File: src/rtl/regfile_write_arbiter.sv
// regfile_write_arbiter
//   Owns the single write port of the Registers block. After reset it walks
//   every register and writes zero, then arbitrates between the writeback
//   stage (wb, priority) and a multi-cycle unit (aux). Aux is forced through
//   once it has waited STARVE_LIMIT cycles behind wb.
// Ports
//   clk, rst_n                       clock, asynchronous active-low reset
//   wb_valid/wb_addr/wb_data         writeback request
//   wb_ready                         wb accepted when wb_valid && wb_ready
//   aux_valid/aux_addr/aux_data      multi-cycle unit request
//   aux_ready                        aux accepted when aux_valid && aux_ready
//   RegWriteEnable/WriteReg/WriteData registered write port to Registers
//   clear_done                       sticky high once the clear has finished
module regfile_write_arbiter #(
   parameter int DATA_W         = 32,
   parameter int ADDR_W         = 5,
   parameter int NUM_REGS       = 32,
   parameter int CLEAR_ON_RESET = 1,
   parameter int ZERO_REG_RO    = 1,
   parameter int STARVE_LIMIT   = 3
) (
   input  logic              clk,
   input  logic              rst_n,
   input  logic              wb_valid,
   input  logic [ADDR_W-1:0] wb_addr,
   input  logic [DATA_W-1:0] wb_data,
   output logic              wb_ready,
   input  logic              aux_valid,
   input  logic [ADDR_W-1:0] aux_addr,
   input  logic [DATA_W-1:0] aux_data,
   output logic              aux_ready,
   output logic              RegWriteEnable,
   output logic [ADDR_W-1:0] WriteReg,
   output logic [DATA_W-1:0] WriteData,
   output logic              clear_done
);

   localparam int STARVE_W = $clog2(STARVE_LIMIT + 1);
   localparam logic [STARVE_W-1:0] STARVE_MAX = STARVE_W'(STARVE_LIMIT);
   // One count past the last register: the extra cycle lets clear_done rise
   // one edge after the final clear write rather than alongside it.
   localparam logic [ADDR_W:0] CLR_END = (ADDR_W + 1)'(NUM_REGS);
   localparam bit ZERO_RO = (ZERO_REG_RO != 0);

   typedef enum logic {StClear, StRun} arbStateT;

   localparam arbStateT RESET_STATE = (CLEAR_ON_RESET != 0) ? StClear : StRun;
   localparam logic     RESET_DONE  = (CLEAR_ON_RESET != 0) ? 1'b0 : 1'b1;

   arbStateT              state;
   logic [ADDR_W:0]       clrCnt;
   logic [STARVE_W-1:0]   starveCnt;

   logic                  inRun;
   logic                  forceAux;
   logic                  wbAccept;
   logic                  auxAccept;
   logic [ADDR_W-1:0]     accAddr;
   logic [DATA_W-1:0]     accData;
   logic                  accWrites;

   always_comb begin
      // rst_n gates the readies so nothing is accepted while reset is held,
      // even when the reset state is RUN.
      inRun     = (state == StRun) && rst_n;
      forceAux  = aux_valid && (starveCnt == STARVE_MAX);
      wb_ready  = inRun && !forceAux;
      aux_ready = inRun && (forceAux || !wb_valid);
      wbAccept  = wb_valid && wb_ready;
      // aux_ready already excludes a simultaneous wb accept.
      auxAccept = aux_valid && aux_ready;
      accAddr   = wbAccept ? wb_addr : aux_addr;
      accData   = wbAccept ? wb_data : aux_data;
      accWrites = (wbAccept || auxAccept) && !(ZERO_RO && (accAddr == '0));
   end

   always_ff @(posedge clk or negedge rst_n) begin
      if (!rst_n) begin
         state          <= RESET_STATE;
         clrCnt         <= '0;
         starveCnt      <= '0;
         RegWriteEnable <= 1'b0;
         WriteReg       <= '0;
         WriteData      <= '0;
         clear_done     <= RESET_DONE;
      end else begin
         case (state)
            StClear: begin
               starveCnt <= '0;
               if (clrCnt == CLR_END) begin
                  RegWriteEnable <= 1'b0;
                  clear_done     <= 1'b1;
                  clrCnt         <= '0;
                  state          <= StRun;
               end else begin
                  RegWriteEnable <= 1'b1;
                  WriteReg       <= clrCnt[ADDR_W-1:0];
                  WriteData      <= '0;
                  clrCnt         <= clrCnt + (ADDR_W + 1)'(1);
               end
            end
            StRun: begin
               RegWriteEnable <= accWrites;
               if (wbAccept || auxAccept) begin
                  WriteReg  <= accAddr;
                  WriteData <= accData;
               end
               if (!aux_valid || auxAccept)
                  starveCnt <= '0;
               else if (starveCnt != STARVE_MAX)
                  starveCnt <= starveCnt + STARVE_W'(1);
            end
            default: state <= StRun;
         endcase
      end
   end

endmodule

File: config.mk
export PLATFORM = sky130hd
export DESIGN_NAME = regfile_write_arbiter
export DESIGN_NICKNAME = d
export VERILOG_FILES = /design/src/rtl/regfile_write_arbiter.sv
export SDC_FILE = /design/constraint.sdc
export NUM_CORES = 1
export LEC_CHECK = 0
export CAP_MARGIN = 20
export CORE_MARGIN = 4
export CORE_UTILIZATION = 42
export CTS_BUF_LIST = sky130_fd_sc_hd__clkbuf_4 sky130_fd_sc_hd__clkbuf_8
export CTS_CLUSTER_SIZE = 28
export DETAILED_ROUTE_END_ITERATION = 12
export PLACE_DENSITY = 0.83
export REMOVE_ABC_BUFFERS = 1
export SYNTH_ARGS = -nofsm -noshare
export SYNTH_HDL_FRONTEND = slang
export SYNTH_SLANG_ARGS = --single-unit
File: constraint.sdc
create_clock -name clk -period 2.5 [get_ports clk]
set_clock_uncertainty 0.2 [all_clocks]
set_input_delay 0.625 -clock clk [delete_from_list [all_inputs] [get_ports clk]]
set_output_delay 0.625 -clock clk [all_outputs]
set_load 0.03 [all_outputs]
Yosys cells after proc, flatten, opt, wreduce, memory -nomap -nowiden --
Cells that the tools add are included.
Cells by class: $add $sub $neg 2, equality and inequality tests 6, mux-type cells 16, bitwise operators 1, reductions and logical operators 17
Operators with widths (count):
- 32-bit 2-to-1 mux | 3
- 32-bit one-hot mux with 2 select lines | 1
- 5-bit 2-to-1 mux | 3
- 5-bit one-hot mux with 2 select lines | 1
- 1-bit logical AND | 7
- 6-bit by 1-bit adder with 6-bit output (second input constant) | 1
- 6-bit equality test (second input constant) | 1
- 6-bit 2-to-1 mux | 1
- 5-bit zero test | 1
- 1-bit zero test | 4
- 2-bit 2-to-1 mux | 2
- 2-bit != test (second input constant) | 2
- 2-bit one-hot mux with 2 select lines | 1
- 2-bit AND reduction | 2
- 1-bit logical OR | 3
- 1-bit 2-to-1 mux | 3
- 3-bit by 1-bit != test with 1-bit output (second input constant) | 1
- 2-bit by 1-bit adder with 2-bit output (second input constant) | 1
- 2-bit equality test (second input constant) | 1
- 2-bit by 1-bit != test with 1-bit output (second input constant) | 1
- 1-bit one-hot mux with 2 select lines | 1
- 1-bit NOT | 1
Storage, ports and cells: bits in registers 48, input bits 78, output and inout port bits 41, word-level logic and storage cells 49

Depth between registers and ports, before layout --
depth in word-level cells 10, mapped depth 7, depth with buffers taken out 5

Worst setup path before layout --
OpenSTA, ideal clock, no wires.
path kind reg2out, start point register state, end point output port wb_ready, arrival time 1.316 ns, path slack 0.359 ns, stages on the path, launching flop included 5, buffers on the path 2, cell sequence dfrtp_1 -> buf_6 -> clkbuf_1 -> nand2_1 -> a21oi_1
On the way: cells in the longest elaborated chain, start to end 2
RTL lines:
- start, declared | RTL line 50 | arbStateT state;
- start signal, assigned | RTL line 94 | state <= StRun;
- start signal, assigned | RTL line 113 | default: state <= StRun;
- 1-bit logical AND | RTL line 65 | inRun = (state == StRun) && rst_n;
- 1-bit logical AND | RTL line 67 | wb_ready = inRun && !forceAux;
- end, declared | RTL line 27 | output logic wb_ready,
No other way between the ends.

Final worst setup path --
start point input port wb_valid, end point output port aux_ready
On the way: cells in the longest elaborated chain, start to end 3
RTL lines:
- start, declared | RTL line 24 | input logic wb_valid,
- 1-bit zero test | RTL line 68 | aux_ready = inRun && (forceAux || !wb_valid);
- 1-bit logical OR | RTL line 68
- 1-bit logical AND | RTL line 68
- end, declared | RTL line 31 | output logic aux_ready,
No other way between the ends.

==> flow_summary.ini <==
[routing]
ant_nets = 0
post-route-drc-count = 0
wl_met2_mm = 3.41
drt_pass1_iterations = 4
detail_route.wirelength.met1_mm = 2.62
drtIter0Drc = 74
wl_mm = 6.72
num_vias = 2185
wl_per_cell_um = 15.7
maxUsedRoutingLayer = met4
met3_routed_wirelength_um = 588
vias_per_cell = 5.11

[worst_setup_path]
arrival_time_of_data_at_the_critical_path_endpoint_ns = 1.57
worst_setup_path_start_kind = input port
critical_path.max_stage_delay_ns = 0.48
path_max_fanout = 3
start_to_end_type_of_the_worst_setup_path = in -> out
type_of_destination_of_the_critical_path = primary output
timing.critical_path.max_delay_family = buffers and inverters
critical_path.slowest_cell = sky130_fd_sc_hd__clkdlybuf4s50_1
regToRegSetupSlack_ns = 0.44
crit_buf_inv = 2
timing.critical_path.cells = clkdlybuf4s50_1 -> a21boi_2 -> nor2_1 -> buf_4
cp_data_required_time_ns = 1.67

[synthesis]
synth_enable_flop_cells = 0
post-synth-top-area-fraction = 0.503
synth_flop_cell = sky130_fd_sc_hd__dfrtp_1
yosys.area_share.simple = 0.123
netlist.top_cell.by_area = sky130_fd_sc_hd__dfrtp_1
synth_cells = 228
async_sr_flop_fraction = 1.00
synthTopCellsByCount = sky130_fd_sc_hd__dfrtp_1, sky130_fd_sc_hd__nand2_1, sky130_fd_sc_hd__o21ai_0, sky130_fd_sc_hd__mux2i_1, sky130_fd_sc_hd__nor2_1
most_common_cell_in_the_synthesized_netlist = sky130_fd_sc_hd__dfrtp_1
post_synth_num_cell_types = 34
netlist_area_um2 = 2390
post_synth_fa_ha_maj_area_fraction = 0.0157
synth_sequential_area_ratio = 0.503
yosys-top-cells-area = sky130_fd_sc_hd__dfrtp_1, sky130_fd_sc_hd__mux2i_1, sky130_fd_sc_hd__o21ai_0
synth_top_family_by_area = multiplexers
synth-compound-area-share = 0.137
syn_area_per_cell_um2 = 10.5
yosysWarningCount = 0
synthMuxAreaShare = 0.145
yosys_register_bits = 48
synthXorXnorAreaFrac = 0.0147

[clocking]
latest_clock_arrival_within_the_worst_skew_pair_ns = 0.30
cts_buffers = 5
cts_tree = done
clk_pin_slew_ns = 0.09
cts_htree_levels = 2
post_cts.repair.setup_buffers = 0
clock-sinks = 48
clk_path_buf_depth = 2
ctsRootBufferMaster = sky130_fd_sc_hd__clkbuf_8

[placed_design]
detailedPlace.worstSlack_ns = 0.00542
sum_of_net_half_perimeters_after_detailed_placement_mm = 5.31
gp_congestion = 0.865
post_dp_cell_area_um2 = 3670
buffer_ports.inserted = 118

[global_route]
via_count_of_the_first_global_routing_pass = 2264
global_route_wire_length_before_repair_mm = 11.0
globalRoute.totalOverflow = 0
grt_antenna_before_repair = 0
globalRouteTotalUtil = 0.195
grt_start_max_net_pins = 33

[power_and_ir_drop]
peakVddDrop_mv = 0.398
total_power_divided_by_cell_area_nw_per_um2 = 573
cellLeakagePower_uw = 0.00177

[timing]
max_slew.worst_pin.slew_ns = 0.412
relative_slew_slack = 0.725
setup_slack_ns = 0.110
final.setup.tns_ns = 0
period_needed_ns = 2.39
fin_worst_hold_slack_ns = 0.234
final_hold_viol_count = 0
timing.final.setup_violations = 0
rsz0062_at_grt = no
final-max-slew-violation-count = 0
part_of_the_cycle_the_worst_path_needs = 0.956
fmax_mhz = 418

[floorplan]
die_area_um2 = 6950
core.rowCount = 27
initial_utilization = 0.433
core_region_area_um2 = 5510
die_w_um = 83.4
io_pins = 119
die_height_um = 83.4

[layout]
finish.utilization = 0.692
layout.nets = 436
design_area_um2 = 3810
n_antenna_cell = 0
area_delta_synth_final_pct = 59.7
drive_above_1_share = 0.0927

[run]
cap_viol_max_count = 0

[worst_hold_path]
hold_class = in -> async

[outcome]
outcome = complete, no violations
## cell families after synthesis
group	after synthesis
flops	48
compound gates	54
buf+inv	19
mux	34
xor+xnor	4
simple gates	66
fa+ha+maj	3
## per-stage QoR
stage,instances,power (µW)
after floorplan,214,1220
after global placement,419,1590
after detailed placement,419,1600
after CTS,428,2210
after global routing,428,2280
final,428,2190
## state kept, by name, summed over array words and instances, names as in the netlist
name and flops:
state 1, WriteData 32, clear_done 1, RegWriteEnable 1
WriteReg 5, clrCnt 6, starveCnt 2
## where the power goes
| part | internal (µW) | switching, µW |
|---|---|---|
| combinational | 331 | 343 |
| sequential | 859 | 48.2 |
| clock | 353 | 252 |
## what timing repair did
item,4_1_cts,5_1_grt
hold buffers,1,0
hold endpoints to repair,5,0
gates resized for setup,0,0
## routing by layer
metal  track usage  vias to the layer above
met5             0                        -
met4        0.0550                        0
met3        0.0734                       10
met2         0.343                       83
met1         0.219                     1041
li1              -                     1051
## final timing paths
path,startpoint,endpoint,cells after the start
worst max-delay path,wb_valid,aux_ready,4
worst min register to register,clear_done,clear_done,1
min in group clk,clear_done,clear_done,1
worst max register to register,starveCnt[0],WriteData[14],7
max in group asynchronous,rst_n,clrCnt[3],2
worst min-delay path,rst_n,WriteReg[1],2
## layout make-up
type | count | area (µm²)
clock inverter | 1 | 30.0
clock buffer | 7 | 96.3
sequential | 48 | 1200
fill | 440 | 1700
tap | 72 | 90.1
inverter | 5 | 18.8
multi-input combinational | 161 | 1040
timing repair buffer | 134 | 1330
## worst reg2reg max path, delay by kind of cell, from the launching register on
kind,cells,cell delay (ns)
DFF,1,0.41
AOI/OAI and AO/OA,2,0.32
buffers and inverters,2,0.39
muxes,1,0.16
adders and majority gates,1,0.30
and+or+nand+nor,1,0.16
## cells in the final DEF (no fill, tap or decap), drive strengths merged, types with 4 or more instances in the layout
master	synthesis	routed
a221oi	4	4
buf	10	18
clkbuf	4	7
clkdlybuf4s50	0	115
dfrtp	48	48
inv	5	5
mux2i	32	32
nand2	41	41
nor2	11	11
o21ai	37	37
o31ai	4	4
(Power assumes the default switching activity.)
==> edit 1, RTL diff (same flow settings) <==
The parameter `ZERO_REG_RO` goes from 1 to 0.
--- a/src/rtl/regfile_write_arbiter.sv
+++ b/src/rtl/regfile_write_arbiter.sv
@@ -17,5 +17,5 @@
    parameter int NUM_REGS       = 32,
    parameter int CLEAR_ON_RESET = 1,
-   parameter int ZERO_REG_RO    = 1,
+   parameter int ZERO_REG_RO    = 0,
    parameter int STARVE_LIMIT   = 3
 ) (
Function: no difference found for any inputs over 10 cycles, from zero or initial values and one cycle with rst_n low; that may be too few to reach the edited logic, so the function may still have changed.
==> edit 1 against the original RTL <==
- first-iteration DRC count down 23%
- die area increased by 11%
- worst setup slack better by 20 ps
- utilization down 1.7 points
- critical path depth unchanged
- maximum frequency is 0.85% higher
- routed wire length increased by 9.1%
- combinational power grew 12%
- power grew 4.3%
- area after synthesis is 13% higher
- via count grew 6.9%
- final area grew 7.3%
- sequential cell count is the same
==> edit 1: results (changes against the original RTL) <==
Run status
  – Result of the run: complete, no violations (unchanged)

Logic synthesis
  – Sequential element share of the synthesized area: 44.7% (was 50.3%)
  – Number of unique standard cell types used by synthesis: 36 (was 34)
  – Synth cell count leaders: sky130_fd_sc_hd__dfrtp_1, sky130_fd_sc_hd__nand2_1, sky130_fd_sc_hd__mux2i_1 (was sky130_fd_sc_hd__dfrtp_1, sky130_fd_sc_hd__nand2_1, sky130_fd_sc_hd__o21ai_0)

Setup path
  – Start of the worst register-to-register path: starveCnt[0]$_DFFE_PN0P_ (unchanged)
  – Worst Reg2Reg Path Length in Cells: 6 (was 7)
  – Worst path max stage delay: 550 ps (was 480 ps)
  – Arrival time worst endpoint: 1540 ps (was 1570 ps)
  – Destination of the worst register-to-register timing path: WriteReg[3]$_DFFE_PN0P_ (was WriteData[14]$_DFFE_PN0P_)

Pwr
  – Switching Share: 30.2% (was 29.4%)
  – P_leak: 0.00177 uW (about the same)
  – IR drop worst, VDD: 0.290 mV (was 0.398 mV)

Timing
  – Hold Worst Slack: 59.0 ps (was 234 ps)
  – Slew of the pin with the lowest slew margin: 357 ps (was 412 ps)

Detailed routing
  – Vias after detailed routing: 2335 (was 2185)
  – First-pass DRT Iterations: 6 (was 4)
  – Detail-routed net length per standard cell: 16.3 um (was 15.7 um)

Clock tree
  – Clock Pin Slew Worst Setup and Hold Paths: 80 ps
  – Setup Fix Bufs, Post-CTS: 0 (unchanged)

Place
  – Placer's final routability congestion estimate: 0.718 (was 0.865)
  – DPL Wire Length: 5560 um (was 5310 um)

Layout
  – Net count of the finished layout: 454 (was 436)
  – Number of fill cells in the layout: 502 (was 440)
  – Fraction of layout instances using a drive strength above 1: 17.9% (was 9.27%)

Global route
  – Wire length of the first global-routing pass: 11500 um (was 11000 um)
  – Pin count of the biggest net entering global routing: 35 (was 33)
  – Number of global-route vias before repair: 2426 (was 2264)
==> edit 1: layer usage <==
metal	wire [um]	global-route usage, %	vias to the layer above
met5	0	0	-
met4	62	4.18	0
met3	709	5.46	6
met2	3670	34.2	91
met1	2890	22.4	1095
li1	-	-	1143
==> edit 1: layout make-up <==
cell class / instances / share of cell area [%]
clock buffer: 7 / 2.36
clock inverter: 1 / 0.734
inverter: 3 / 0.306
multi-input combinational: 181 / 32.5
sequential: 48 / 29.4
tap: 75 / 2.29
timing repair buffer: 134 / 32.5
==> edit 1: worst max-delay path by stage <==
stage	from	to	cells past startpoint
floorplan	state$_DFF_PN0_	wb_ready	2
global placement	wb_valid	WriteReg[1]$_DFFE_PN0P_	6
detailed placement	wb_valid	WriteReg[3]$_DFFE_PN0P_	6
CTS	aux_valid	aux_ready	4
global route	aux_valid	aux_ready	4
finish	aux_valid	aux_ready	4
==> edit 1: worst register-to-register path: stages (launching register included) <==
cell,delay (ps)
sky130_fd_sc_hd__dfrtp_1,420
sky130_fd_sc_hd__ha_1,320
sky130_fd_sc_hd__a21boi_4,220
sky130_fd_sc_hd__buf_4,150
sky130_fd_sc_hd__nand2_4,190
sky130_fd_sc_hd__mux2i_1,190
sky130_fd_sc_hd__mux2_4,270
==> edit 1: kinds of logic (layout without fill, tap and decap cells) <==
group	after synthesis	in the layout	share of synthesized area [%]
DFF	48	48	44.7
AOI/OAI and AO/OA	52	52	17.1
buffers and inverters	22	145	5.82
xor gates and xnor gates	3	3	0.979
muxes	28	28	11.5
adders and majority gates	3	3	1.40
and+or+nand+nor	95	95	18.5
==> edit 1: power by group through the flow <==
stage               logic (uW)  registers [uW]  clock network (uW)
finish                     754             914                 612
global route               802             925                 665
CTS                        763             914                 628
detailed placement         761             927                   0
global placement           748             924                   0
floorplan                  200            1090                   0
==> edit 1: stage by stage <==
| stage | setup WS (ps) | utilization, % | instances |
|---|---|---|---|
| final | 130 | 67.5 | 449 |
| after global routing | 64.8 | 67.5 | 449 |
| after CTS | 108 | 67.5 | 449 |
| after detailed placement | 47.0 | 65.4 | 441 |
| after global placement | 92.3 | 65.4 | 441 |
| after floorplan | -237 | - | 232 |
==> edit 2, RTL diff (same settings) <==
Without the edit above. Reset style: synchronous (`rst_n`), changed in one clocked block. Comments in the files are not updated.
--- a/src/rtl/regfile_write_arbiter.sv
+++ b/src/rtl/regfile_write_arbiter.sv
@@ -75,5 +75,5 @@
    end
 
-   always_ff @(posedge clk or negedge rst_n) begin
+   always_ff @(posedge clk) begin
       if (!rst_n) begin
          state          <= RESET_STATE;
Function: differs if rst_n is asserted again (counterexample within 4 cycles, from zero or initial values and one cycle with rst_n low); with rst_n held inactive, the same outputs for 10 cycles.
==> edit 2 against the original RTL <==
- final area fell by 7.0%
- critical path type unchanged
- area after synthesis is 8.9% lower
- sequential cell count is the same
- worst setup slack lost 67 ps
- routed wire length down 4.6%
- synthesized cell count decreased by 3.1%
- critical path depth did not move
- sequential share of layout area shrank 4.4 points
- cell count down 4.0%
- non-clock buffer count decreased by 3
Power is not compared: it rests on default switching activity, and its combinational part moved more than twofold at a synthesized area within 25%.
==> edit 2: results (changes against the original RTL) <==
Timing
  – Max Freq: 407 MHz (was 418 MHz)

Logic synthesis
  – Fraction of synthesized cell area in xor and xnor cells: 1.61% (was 1.47%)
  – Share of synthesized registers carrying an async set or reset: 0% (was 100%)
  – Ranking of synthesized cells by area: sky130_fd_sc_hd__dfxtp_1, sky130_fd_sc_hd__mux2i_1, sky130_fd_sc_hd__o2bb2ai_1 (was sky130_fd_sc_hd__dfrtp_1, sky130_fd_sc_hd__mux2i_1, sky130_fd_sc_hd__o21ai_0)
  – Adder-Cell Fraction of Synth Area: 1.73% (was 1.57%)
  – Mean instance size in the synthesized netlist: 9.84 um2 (was 10.5 um2)
  – Synth cell count leaders: sky130_fd_sc_hd__dfxtp_1, sky130_fd_sc_hd__mux2i_1, sky130_fd_sc_hd__a21oi_1 (was sky130_fd_sc_hd__dfrtp_1, sky130_fd_sc_hd__nand2_1, sky130_fd_sc_hd__o21ai_0)
  – Post-synth top flop: sky130_fd_sc_hd__dfxtp_1 (was sky130_fd_sc_hd__dfrtp_1)
  – Fraction of synthesized area in multiplexers: 10.1% (was 14.5%)
  – Sequential element share of the synthesized area: 44.2% (was 50.3%)

Setup path
  – Worst path max stage delay: 520 ps (was 480 ps)
  – Worst Reg2Reg Path Length in Cells: 6 (was 7)
  – Setup slack of the most critical reg-to-reg path: 480 ps (was 440 ps)
  – Start of the worst register-to-register path: clrCnt[0]$_SDFFE_PN0N_ (was starveCnt[0]$_DFFE_PN0P_)
  – Arrival time worst endpoint: 1630 ps (was 1570 ps)
  – Destination of the worst register-to-register timing path: WriteData[26]$_SDFFE_PN0P_ (was WriteData[14]$_DFFE_PN0P_)

Clock tree
  – CTS Hold Buffers Added: 0 (was 1)

Layout
  – Net count of the finished layout: 424 (was 436)
  – Fraction of layout instances using a drive strength above 1: 8.14% (was 9.27%)

Run status
  – Result of the run: complete, no violations (unchanged)

Detailed routing
  – Detail-routed net length per standard cell: 15.6 um (was 15.7 um)
  – Violation count after the first detailed-route iteration: 116 (was 74)
  – Vias/cell: 5.32 (was 5.11)

Place
  – DP Worst Slack: 10.4 ps (was 5.42 ps)
  – Placer's final routability congestion estimate: 0.825 (was 0.865)
  – Placed instance count: 403 (was 419)

Global route
  – Combined global-route utilization of all metal layers: 19.8% (was 19.5%)
  – Number of global-route vias before repair: 2104 (was 2264)
  – Pin count of the biggest net entering global routing: 24 (was 33)

Worst hold path
  – Worst hold path class: reg2reg (was in2async)
==> edit 2: area by class of cell <==
type / instances / area [um2]
inverters: 5 / 18.8
well taps: 67 / 83.8
clock buffers: 6 / 82.6
fillers: 402 / 1340
repair buffers: 131 / 1300
multi-input cells: 152 / 1080
flip-flops and latches: 48 / 961
clock inverters: 2 / 13.8
==> edit 2: cell families after synthesis <==
logic type      Yosys count
fa+ha+maj                 3
flops                    48
compound gates           82
buf+inv                  21
xor+xnor                  4
mux                      22
simple gates             41
==> edit 2: routing by layer <==
layer | up-vias | wire length, um | global-route usage (%)
met5 | - | 0 | 0
met4 | 0 | 53 | 5.57
met3 | 6 | 775 | 8.92
met2 | 116 | 2870 | 31.7
met1 | 988 | 2710 | 23.9
li1 | 1075 | - | -
==> edit 2: power breakdown <==
group / internal, uW / switching (uW) / leakage, uW / total (uW)
clock: 226 / 263 / 0.0000516 / 489
combinational: 137 / 63.8 / 0.000966 / 201
sequential: 772 / 8.25 / 0.000388 / 780
==> edit 2: worst max-delay path: cells and delay by family <==
family | cells | cell delay [ps]
buf+inv | 2 | 690
simple gates | 1 | 70
compound gates | 1 | 240
==> edit 2: how the worst min path moves through the flow <==
stage                                          from                        end
after floorplan           starveCnt[0]$_SDFFE_PN0P_  starveCnt[0]$_SDFFE_PN0P_
after global placement    starveCnt[0]$_SDFFE_PN0P_  starveCnt[0]$_SDFFE_PN0P_
after detailed placement  starveCnt[0]$_SDFFE_PN0P_  starveCnt[0]$_SDFFE_PN0P_
after CTS                 starveCnt[0]$_SDFFE_PN0P_  starveCnt[0]$_SDFFE_PN0P_
after global routing      starveCnt[0]$_SDFFE_PN0P_  starveCnt[0]$_SDFFE_PN0P_
final                     starveCnt[0]$_SDFFE_PN0P_  starveCnt[0]$_SDFFE_PN0P_
